--- src/rtl/tmr_clk_sel_cnt.sv ---
`default_nettype none
// ============================================================================
// Module  : tmr_clk_sel_cnt
// Brief   : Selects one of four divided clocks, synchronizes it to sys_clk and
//           counts its rising edges with an up/down counter with parallel load.
//           Optional compare output enabled by macro TMR_CMP_EN.
// Revision: 1.0 - initial release
// ============================================================================
module tmr_clk_sel_cnt #(
    parameter int CNT_W     = 8,
    parameter int GUARD_CYC = 3
) (
    input  logic             sys_clk,
    input  logic             sys_rst_n,
    input  logic [3:0]       clk_in,
    input  logic [1:0]       cks,
    input  logic             en,
    input  logic             up_dn,
    input  logic             load,
    input  logic [CNT_W-1:0] tdr,
`ifdef TMR_CMP_EN
    input  logic [CNT_W-1:0] tcmp,
    output logic             cmp_match,
`endif
    output logic [CNT_W-1:0] cnt,
    output logic             tick,
    output logic             tmr_ovf,
    output logic             tmr_udf
);

    localparam int               c_GW         = (GUARD_CYC < 1) ? 1 : $clog2(GUARD_CYC + 1);
    localparam logic [c_GW-1:0]  c_GUARD_INIT = c_GW'(GUARD_CYC);
    localparam logic [CNT_W-1:0] c_CNT_MAX    = '1;
    localparam logic [CNT_W-1:0] c_CNT_ONE    = CNT_W'(1);

    logic             r_sync1;
    logic             r_sync2;
    logic             r_prev;
    logic [1:0]       r_cks_q;
    logic [c_GW-1:0]  r_guard;
    logic [CNT_W-1:0] r_cnt;
    logic             r_tick;
    logic             r_ovf;
    logic             r_udf;

    logic             w_sel;
    logic             w_raw_edge;
    logic             w_step;
    logic [CNT_W-1:0] w_cnt_nxt;

    assign w_sel      = clk_in[cks];
    assign w_raw_edge = r_sync2 & ~r_prev & (r_guard == '0);
    assign w_step     = en & w_raw_edge & ~load;
    assign w_cnt_nxt  = up_dn ? (r_cnt + c_CNT_ONE) : (r_cnt - c_CNT_ONE);

    // The guard window hides the glitch the mux can produce when cks changes.
    always_ff @(posedge sys_clk) begin
        if (!sys_rst_n) begin
            r_sync1 <= 1'b0;
            r_sync2 <= 1'b0;
            r_prev  <= 1'b0;
            r_cks_q <= 2'd0;
            r_guard <= c_GUARD_INIT;
        end else begin
            r_sync1 <= w_sel;
            r_sync2 <= r_sync1;
            r_prev  <= r_sync2;
            if (cks != r_cks_q) begin
                r_cks_q <= cks;
                r_guard <= c_GUARD_INIT;
            end else if (r_guard != '0) begin
                r_guard <= r_guard - c_GW'(1);
            end
        end
    end

    always_ff @(posedge sys_clk) begin
        if (!sys_rst_n) begin
            r_cnt  <= '0;
            r_tick <= 1'b0;
            r_ovf  <= 1'b0;
            r_udf  <= 1'b0;
        end else if (load) begin
            r_cnt  <= tdr;
            r_tick <= 1'b0;
            r_ovf  <= 1'b0;
            r_udf  <= 1'b0;
        end else if (w_step) begin
            r_cnt  <= w_cnt_nxt;
            r_tick <= 1'b1;
            r_ovf  <= up_dn & (r_cnt == c_CNT_MAX);
            r_udf  <= ~up_dn & (r_cnt == '0);
        end else begin
            r_tick <= 1'b0;
            r_ovf  <= 1'b0;
            r_udf  <= 1'b0;
        end
    end

`ifdef TMR_CMP_EN
    logic r_cmp_match;

    // Only counted values match; a load landing on tcmp stays silent.
    always_ff @(posedge sys_clk) begin
        if (!sys_rst_n) begin
            r_cmp_match <= 1'b0;
        end else begin
            r_cmp_match <= w_step & (w_cnt_nxt == tcmp);
        end
    end

    assign cmp_match = r_cmp_match;
`endif

    assign cnt     = r_cnt;
    assign tick    = r_tick;
    assign tmr_ovf = r_ovf;
    assign tmr_udf = r_udf;

endmodule
`default_nettype wire

--- config.mk ---
export PLATFORM = sky130hd
export DESIGN_NAME = tmr_clk_sel_cnt
export DESIGN_NICKNAME = d
export VERILOG_FILES = /design/src/rtl/tmr_clk_sel_cnt.sv
export SDC_FILE = /design/constraint.sdc
export NUM_CORES = 1
export LEC_CHECK = 0
export CORE_AREA = 2 2 52 54
export CTS_BUF_LIST = sky130_fd_sc_hd__clkbuf_16
export CTS_CLUSTER_SIZE = 25
export DETAILED_ROUTE_END_ITERATION = 8
export DIE_AREA = 0 0 54 56
export PLACE_DENSITY = 0.76
export SLEW_MARGIN = 20
export SYNTH_ARGS = -nofsm -noshare
export SYNTH_HDL_FRONTEND = slang
export SYNTH_SLANG_ARGS = --single-unit
--- constraint.sdc ---
create_clock -name sys_clk -period 2.9 [get_ports sys_clk]
set_clock_uncertainty 0.1 [all_clocks]
set_input_delay 0.87 -clock sys_clk [delete_from_list [all_inputs] [get_ports sys_clk]]
set_output_delay 0.87 -clock sys_clk [all_outputs]
set_load 0.005 [all_outputs]
==> qor.txt, run 1 <==
Status: finished clean
Rows: 18
Post-route ant nets: 0
Critical Path RT: 2.95 ns
# diodes: 0
Worst R2R Setup Slack: 0.95 ns
Synth warn: 0
Final setup viols: 0
Initial drt markers: 9
Max frequency: 0.3563 GHz
Final hold vios: 0
Crit path capture: cnt[6]
Cells after synthesis: 126
Library cells used by synthesis: 46
TritonCTS clock tree: done
Hold WS: 0.3366 ns
Ys flop type: dfxtp_1
Hold Path Class: flop to flop
Syn Nets: 153
Reg clk slew, reported paths: 0.05 ns
PortBufs: 29
CTS buffer count: 3
Number of synthesized flops with an enable pin: 0
Largest net degree at the start of global routing: 15
Dpl cell area: 1530 sq um
Initial antenna violation count: 0
GRT Util Overall: 22.01%
Remaining Overflow, GRT: 0
Design area: 1614 sq um
Worst-Margin Slew: 0.3668 ns
DRT Pass-1 Iters: 4
Initial core utilization: 46.04%
Post-synth ARST share: 0%
Final worst setup slack: 0.09300 ns
Count leader, synth: dfxtp_1
Drt wl/cell: 14.80 microns
Final critical-path share of the clock period: 96.79%
Synth top cells by count: dfxtp_1, nand2_1, o21ai_0
Setup WS pre-CTS: -0.1726 ns
Core Region: 2432 sq um
Peak VDD IR: 309.8 uV
#FFs+latches synth: 18
Pwr/cell area: 439.2 nW/um^2
Crit path from: up_dn
Via count: 1126
Min cycle time layout: 2.807 ns
Max Cap Viol: 0
Hold_buf cts: 0
Max-slew violations: 0
Final core occ: 66.36%
Synth area leader: dfxtp_1
Detailed-route wire length: 2959 microns
Die height: 56 microns
Synth area leaders: dfxtp_1, ha_1, o21ai_0
Post-synthesis sequential area ratio: 32.18%
Mean post-synth cell area: 8.887 sq um
Worst-path fanout max: 7
GPL Wtd Cong: 1.015
DPL Wire Length: 2149 microns
Synth-to-layout area growth: 44.13%
RR Startpoint: cnt[0]
Die area: 3024 sq um
Slew headroom: 74.91%
Fin nets: 198
Lkg Pwr: 0.6757 nW
Yosys top cell area share: 32.18%
H-tree depth: 1
DRC violations left: 0
Crit path launch type: input port
Vias per Instance: 5.630
Share of cells above drive strength 1: 15.88%
Clock Tree Buf Depth: 2
WS Path Type: input port to flop
Worst skew pair latency: 0.25 ns
Reg2reg path depth: 5
Unrepaired setup endpoints after global routing: no
Sinks on Clock Net: 18
Critical Path End Type: flop
Post-Syn Area: 1120 sq um
Root buf cell: clkbuf_16
Crit path DAT: 2.86 ns
Vias in the first global route: 1136
Die Wd: 54 microns
I/O pin cnt: 30
Reg-to-Reg End: cnt[6]
Global-route wire length before repair: 4878 microns
Total power draw: 708.8 uW
[per-stage QoR]
stage	cells	setup TNS, ns
5_1_grt	200	0
2_1_floorplan	126	0
6_report	200	0
4_1_cts	200	0
3_5_place_dp	196	-0.3804
3_3_place_gp	196	-0.1552
[power breakdown]
part           leakage, nW  switching [mW]  internal, mW
sequential           0.148          0.0131         0.259
clock               0.0385          0.0998         0.184
combinational        0.489          0.0643        0.0888
total                0.676           0.177         0.532
[layer usage]
| metal | wire length (microns) | global-route usage (%) |
|---|---|---|
| met1 | 1259 | 24.58 |
| met5 | 0 | 0 |
| met4 | 95 | 11.07 |
| met2 | 1450 | 37.98 |
| met3 | 154 | 4.301 |
[timing repair]
item,in CTS,in global routing
buffers inserted,0,0
setup endpoints to repair,1,1
pin swaps,0,0
cloned,0,0
resized for setup,1,2
[registers in the layout, indices dropped and copies added, names as in the netlist]
signal and flops:
r_guard 2, tmr_ovf 1, r_prev 1, tick 1, r_cks_q 2, r_sync1 1, r_sync2 1, cnt 8
tmr_udf 1
[critical path, cell delays in order]
cell and delay (ns):
clkdlybuf4s50_1 0.49, inv_1 0.13, fa_1 0.48, a211oi_2 0.30, o21ai_1 0.16, a32o_1 0.26, a31o_1 0.17
[placed cells by master, fill, tap and decap left out, types with 2 or more instances in the layout]
cell type	count
nand2_1	13
a211oi_1	2
nand3b_1	2
clkbuf_16	3
xnor2_1	5
nor4_1	3
clkdlybuf4s50_1	29
buf_4	14
mux2i_1	2
nand3_1	3
nor2_1	4
or2_1	2
nor3_1	2
nand2b_1	4
a31oi_1	2
o21ai_0	9
o21ai_1	2
and2_1	7
a21oi_1	2
a21o_1	3
a211o_1	2
inv_1	5
dfxtp_1	18
ha_1	7
[cells by family after synthesis]
group | Yosys count | synth area share [%]
AND/OR/NAND/NOR | 49 | 24.36
AO/OA/AOI/OAI | 32 | 20.34
flip-flops | 18 | 32.18
buffers and inverters | 9 | 4.022
adder cells (fa/ha/maj) | 8 | 9.609
XOR/XNOR | 6 | 4.693
multiplexers | 4 | 4.804
[worst min path at each step]
stage          startpoint  endpoint  cells after the start
2_1_floorplan     r_sync1   r_sync2                      1
3_3_place_gp      r_sync1   r_sync2                      1
3_5_place_dp      r_sync1   r_sync2                      1
4_1_cts           r_sync1   r_sync2                      1
5_1_grt           r_sync1   r_sync2                      1
6_report          r_sync1   r_sync2                      1
[area by class of cell]
type | instances | area, sq um
multi-input combinational | 99 | 719.4
sequential | 18 | 360.3
clock inverter | 1 | 3.754
fill | 207 | 818.3
inverter | 6 | 22.52
timing repair buffer | 43 | 395.4
clock buffer | 3 | 75.07
tap | 30 | 37.54
(Power assumes the default switching activity.)
==> inputs of run 2 (changes only) <==
--- a/config.mk
+++ b/config.mk
@@ -10,6 +10,7 @@
 export CTS_CLUSTER_SIZE = 25
 export DETAILED_ROUTE_END_ITERATION = 8
 export DIE_AREA = 0 0 54 56
+export HOLD_SLACK_MARGIN = 0.02
 export PLACE_DENSITY = 0.76
 export SLEW_MARGIN = 20
 export SYNTH_ARGS = -nofsm -noshare
==> constraint.sdc (replaced) <==
create_clock -name sys_clk -period 3.2 [get_ports sys_clk]
set_clock_uncertainty 0.1 [all_clocks]
set_input_delay 0.96 -clock sys_clk [delete_from_list [all_inputs] [get_ports sys_clk]]
set_output_delay 0.96 -clock sys_clk [all_outputs]
set_load 0.005 [all_outputs]
==> run 2 against run 1 <==
Sequential power shrank 9.2%. Design area down 5.0%. Clock-buffer cell count is the same. Combinational power is 20% lower. Worst setup slack better by 0.076 ns. Clock power fell by 11%. Utilization down 3.3 points. First-iteration DRC count increased by 100%. Non-clock buffer count down 10. Global-route usage decreased by 1.1 points. Critical path type unchanged.
==> qor.txt, run 2 (synthesis results as in run 1) <==
Min cycle time layout: 3.031 ns
Setup TNS: 0 ns (unchanged)
Most common cell after layout, fill and taps aside: clkdlybuf4s50_1
Crit-path cells: clkdlybuf4s50_1 -> inv_1 -> fa_1 -> a211oi_1 -> o21ai_0 -> a32o_1 -> a31o_1
Sinks on Clock Net: 18 (unchanged)
Hold_buf cts: 0 (unchanged)
Post-route ant nets: 0 (unchanged)
Max Cap Viol: 0 (unchanged)
Lkg Pwr: 0.6263 nW (-7.3%)
Final critical-path share of the clock period: 94.73%
Drt wl/cell: 14.19 microns (-4.1%)
Crit path capture: cnt[6]
Reg clk slew, reported paths: 0.05 ns (about the same)
Gr busiest metal: met2
Unrepaired setup endpoints after global routing: no
Status: finished clean
Setup Fix Bufs, Post-CTS: 0 (unchanged)
Initial antenna violation count: 0 (unchanged)
Crit path DAT: 3.08 ns (+0.22 ns)
Die area: 3024 sq um (unchanged)
DRC violations left: 0 (unchanged)
Pwr/cell area: 406.5 nW/um^2 (-7.4%)
Vias in the first global route: 1130 (-0.53%)
TritonCTS clock tree: done
Die Wd: 54 microns (unchanged)
GPL Wtd Cong: 0.9907 (-2.4%)
Crit path from: up_dn
Placed insts: 186 (-5.1%)
CTS resizes: 0 (-1)
Reg2reg path depth: 5 (unchanged)
Initial core utilization: 46.04% (unchanged)
Rows: 18 (unchanged)
Vias per Instance: 5.532 (-1.7%)
Most frequent cells in the layout: clkdlybuf4s50_1, dfxtp_1, nand2_1, o21ai_0
Critical Path RT: 3.24 ns (+0.29 ns)
Buf/Inv on CP: 2 (unchanged)
Max-slew violations: 0 (unchanged)
CTS buffer count: 3 (unchanged)
Die height: 56 microns (unchanged)
Final setup viols: 0 (unchanged)
Remaining Overflow, GRT: 0 (unchanged)
Met1 GRT Util: 23.27% (-1.3 points)
Reg-to-Reg End: cnt[6]
Critical Path End Type: flop
RR Startpoint: cnt[0]
Largest net degree at the start of global routing: 15 (unchanged)
Synth-to-layout area growth: 36.98%
Peak VDD IR: 304.2 uV (-1.8%)
# diodes: 0 (unchanged)
Worst-path fanout max: 7 (unchanged)
Worst R2R Setup Slack: 1.15 ns (+0.20 ns)
Met2 usage: 34.32% (-3.7 points)
Max reg flops: 8 (unchanged)
DPL Wire Length: 1993 microns (-7.2%)
I/O pin cnt: 30 (unchanged)
Initial drt markers: 18 (+9)
PortBufs: 29 (unchanged)
Root buf cell: clkbuf_16
GRT Util Overall: 20.90% (-1.1 points)
Worst skew pair latency: 0.25 ns (about the same)
H-tree depth: 1 (unchanged)
Global routing usage on met3: 5.108% (+0.81 points)
Slowest cell delay on critical path: 0.49 ns (about the same)
Slew headroom: 62.15% (-13 points)
WS Path Type: input port to flop
DRT Pass-1 Iters: 4 (unchanged)
Via count: 1051 (-6.7%)
Max frequency: 0.3299 GHz
Core Region: 2432 sq um (unchanged)
Final non-filler cell total: 190 (-5.0%)
Global-route wire length before repair: 4712 microns (-3.4%)
Final worst setup slack: 0.1686 ns (+0.07557 ns)
Hold WS: 0.3326 ns (-0.004060 ns)
Detailed-route wire length: 2697 microns (-8.9%)
Clock Tree Buf Depth: 2 (unchanged)
Hold Path Class: flop to flop
Share of cells above drive strength 1: 10.00% (-5.9 points)
Fin nets: 188 (-5.1%)
Slowest cell on the critical path: clkdlybuf4s50_1
Setup WS pre-CTS: 0.06469 ns (+0.2373 ns)
Final hold vios: 0 (unchanged)
Total power draw: 623.5 uW (-12%)
Worst-Margin Slew: 0.5534 ns (+0.1866 ns)
Critical Path Stages: 7 (unchanged)
Crit path max-delay family: compound AO/OA/AOI/OAI gates
Crit path launch type: input port
[run 2: cell count changes in the layout (fill, tap and decap cells not counted)]
cell,previous run,this run
buf_4,14,4
a211oi_1,2,3
o21ai_0,9,11
a211oi_2,1,0
o21ai_1,2,0
[run 2: cell type report]
class                      count  area (sq um)
clock inverter                 1         3.754
tap                           30         37.54
fill                         215         898.4
clock buffer                   3         75.07
inverter                       6         22.52
multi-input combinational     99         714.4
sequential                    18         360.3
timing repair buffer          33         320.3
[run 2: power breakdown]
part	switching [mW]	total [mW]	internal (mW)
sequential	0.0117	0.247	0.235
clock	0.0874	0.254	0.166
combinational	0.0528	0.123	0.0704
total	0.152	0.624	0.472
[run 2: worst min path at each step]
stage                       start      end  slack (ns)  cells after the start
after floorplan           r_sync1  r_sync2        0.31                      1
after global placement    r_sync1  r_sync2        0.32                      1
after detailed placement  r_sync1  r_sync2        0.32                      1
after CTS                 r_sync1  r_sync2        0.34                      1
after global routing      r_sync1  r_sync2        0.34                      1
final                     r_sync1  r_sync2        0.33                      1
[run 2: per-stage QoR]
step / area [sq um] / utilization (%)
after global routing: 1534 / 63.07
after floorplan: 1120 / -
final: 1534 / 63.07
after global placement: 1455 / 59.83
after CTS: 1534 / 63.07
after detailed placement: 1455 / 59.83
[run 2: routing by layer]
layer | vias to the layer above | part of all wire, %
li1 | 528 | -
met1 | 476 | 45
met2 | 38 | 48
met3 | 9 | 5.0
met4 | 0 | 2.7
met5 | - | 0
==> inputs of run 3 (changes only) <==
--- a/config.mk
+++ b/config.mk
@@ -12,6 +12,7 @@
 export DIE_AREA = 0 0 54 56
 export HOLD_SLACK_MARGIN = 0.02
 export PLACE_DENSITY = 0.76
+export RECOVER_POWER = 100
 export SLEW_MARGIN = 20
 export SYNTH_ARGS = -nofsm -noshare
 export SYNTH_HDL_FRONTEND = slang
==> run 3 against run 2 <==
Maximum frequency up 0.44%. Via count increased by 2.2%. Wire length increased by 0.56%. Combinational power down 3%. Worst setup slack better by 0.013 ns. Register-to-register slack better by 0.02 ns. Die area is the same. Sequential power about the same. Flip-flop and latch count unchanged. Critical path type unchanged. Hold slack gained 0.00052 ns.
==> qor.txt, run 3 (synthesis results as in run 1) <==
Status: finished clean
Crit path launch type: input port
Fin nets: 188 (unchanged)
TritonCTS clock tree: done
Pwr/cell area: 408.8 nW/um^2 (+0.56%)
Design area: 1521 sq um (-0.82%)
Initial drt markers: 19 (+1)
Crit path from: up_dn
Die area: 3024 sq um (unchanged)
Hold Path Class: flop to flop
Reg clk slew, reported paths: 0.05 ns (about the same)
GPL Wtd Cong: 0.9907 (unchanged)
PortBufs: 29 (unchanged)
Reg-to-Reg End: cnt[6]
Remaining Overflow, GRT: 0 (unchanged)
Vias per Instance: 5.653 (+2.2%)
DRT Pass-1 Iters: 4 (unchanged)
Final hold vios: 0 (unchanged)
Setup TNS: 0 ns (unchanged)
Worst-Margin Slew: 0.5336 ns (-0.01984 ns)
Core Region: 2432 sq um (unchanged)
RR Startpoint: cnt[0]
Hold WS: 0.3331 ns (+0.0005220 ns)
Peak VDD IR: 307.7 uV (+1.2%)
Crit path capture: cnt[6]
Sinks on Clock Net: 18 (unchanged)
Share of cells above drive strength 1: 7.500% (-2.5 points)
Global-route wire length before repair: 4712 microns (unchanged)
Final core occ: 62.55% (-0.51 points)
I/O pin cnt: 30 (unchanged)
Slew headroom: 63.51% (+1.4 points)
Most common cell after layout, fill and taps aside: dfxtp_1
Crit path DAT: 3.07 ns (about the same)
CTS resizes: 0 (unchanged)
DPL Wire Length: 1993 microns (unchanged)
Max frequency: 0.3313 GHz (+0.44%)
Worst skew pair latency: 0.25 ns (about the same)
Root buf cell: clkbuf_16
Initial antenna violation count: 0 (unchanged)
WS Path Type: input port to flop
# diodes: 0 (unchanged)
Setup Fix Bufs, Post-CTS: 0 (unchanged)
Dpl cell area: 1455 sq um (unchanged)
Worst-path fanout max: 7 (unchanged)
CTS buffer count: 3 (unchanged)
Reg2reg path depth: 5 (unchanged)
Max Cap Viol: 0 (unchanged)
Total power draw: 621.9 uW (-0.26%)
H-tree depth: 1 (unchanged)
Worst R2R Setup Slack: 1.17 ns (+0.02 ns)
Final non-filler cell total: 190 (unchanged)
Rows: 18 (unchanged)
Die height: 56 microns (unchanged)
Vias in the first global route: 1130 (unchanged)
Post-route ant nets: 0 (unchanged)
Largest net degree at the start of global routing: 15 (unchanged)
Final critical-path share of the clock period: 94.32% (-0.41 points)
Lkg Pwr: 0.6438 nW (+2.8%)
Final setup viols: 0 (unchanged)
Setup WS pre-CTS: 0.06469 ns (unchanged)
Most frequent cells in the layout: dfxtp_1, clkdlybuf4s50_1, nand2_1, dlygate4sd3_1, o21ai_0
Unrepaired setup endpoints after global routing: no
Clock Tree Buf Depth: 2 (unchanged)
Max reg flops: 8 (unchanged)
Hold_buf cts: 0 (unchanged)
Via count: 1074 (+2.2%)
Drt wl/cell: 14.27 microns (+0.56%)
Critical Path End Type: flop
Die Wd: 54 microns (unchanged)
GRT Util Overall: 20.90% (unchanged)
Synth-to-layout area growth: 35.87%
Final worst setup slack: 0.1817 ns (+0.01317 ns)
Max-slew violations: 0 (unchanged)
Min cycle time layout: 3.018 ns (-0.01317 ns)
Placed insts: 186 (unchanged)
Initial core utilization: 46.04% (unchanged)
Detailed-route wire length: 2712 microns (+0.56%)
DRC violations left: 0 (unchanged)
Critical Path RT: 3.25 ns (about the same)
-- run 3: cell count changes in the layout (fill, tap and decap cells not counted), sizes merged --
| cell | change |
|---|---|
| buf | -2 |
| clkbuf | +2 |
| clkdlybuf4s50 | -13 |
| dlygate4sd3 | +13 |
-- run 3: worst min-delay path by stage --
stage | startpoint | endpoint | slack (ns) | cells past startpoint
2_1_floorplan | r_sync1 | r_sync2 | 0.31 | 1
3_3_place_gp | r_sync1 | r_sync2 | 0.32 | 1
3_5_place_dp | r_sync1 | r_sync2 | 0.32 | 1
4_1_cts | r_sync1 | r_sync2 | 0.34 | 1
5_1_grt | r_sync1 | r_sync2 | 0.34 | 1
6_report | r_sync1 | r_sync2 | 0.33 | 1
-- run 3: critical path: stages --
cell             delay, ns
clkdlybuf4s50_1       0.49
inv_1                 0.15
fa_1                  0.48
a211oi_1              0.28
o21ai_0               0.22
a32o_1                0.30
a31o_1                0.18
-- run 3: routing by layer --
metal | part of all wire [%] | global-route usage [%] | wire length [microns] | vias up
li1 | - | - | - | 527
met1 | 43 | 23.27 | 1178 | 486
met2 | 48 | 34.32 | 1302 | 52
met3 | 6.1 | 5.108 | 166 | 9
met4 | 2.4 | 12.86 | 64 | 0
met5 | 0 | 0 | 0 | -
-- run 3: layout make-up --
cell class | count | area, sq um
fill | 215 | 910.9
tap | 30 | 37.54
inverter | 6 | 22.52
timing repair buffer | 33 | 312.8
clock inverter | 1 | 3.754
clock buffer | 3 | 75.07
multi-input combinational | 99 | 709.4
sequential | 18 | 360.3
-- run 3: power breakdown --
part | internal, mW | switching, mW
combinational | 0.0662 | 0.0526
sequential | 0.235 | 0.0115
clock | 0.166 | 0.0904
total | 0.467 | 0.155
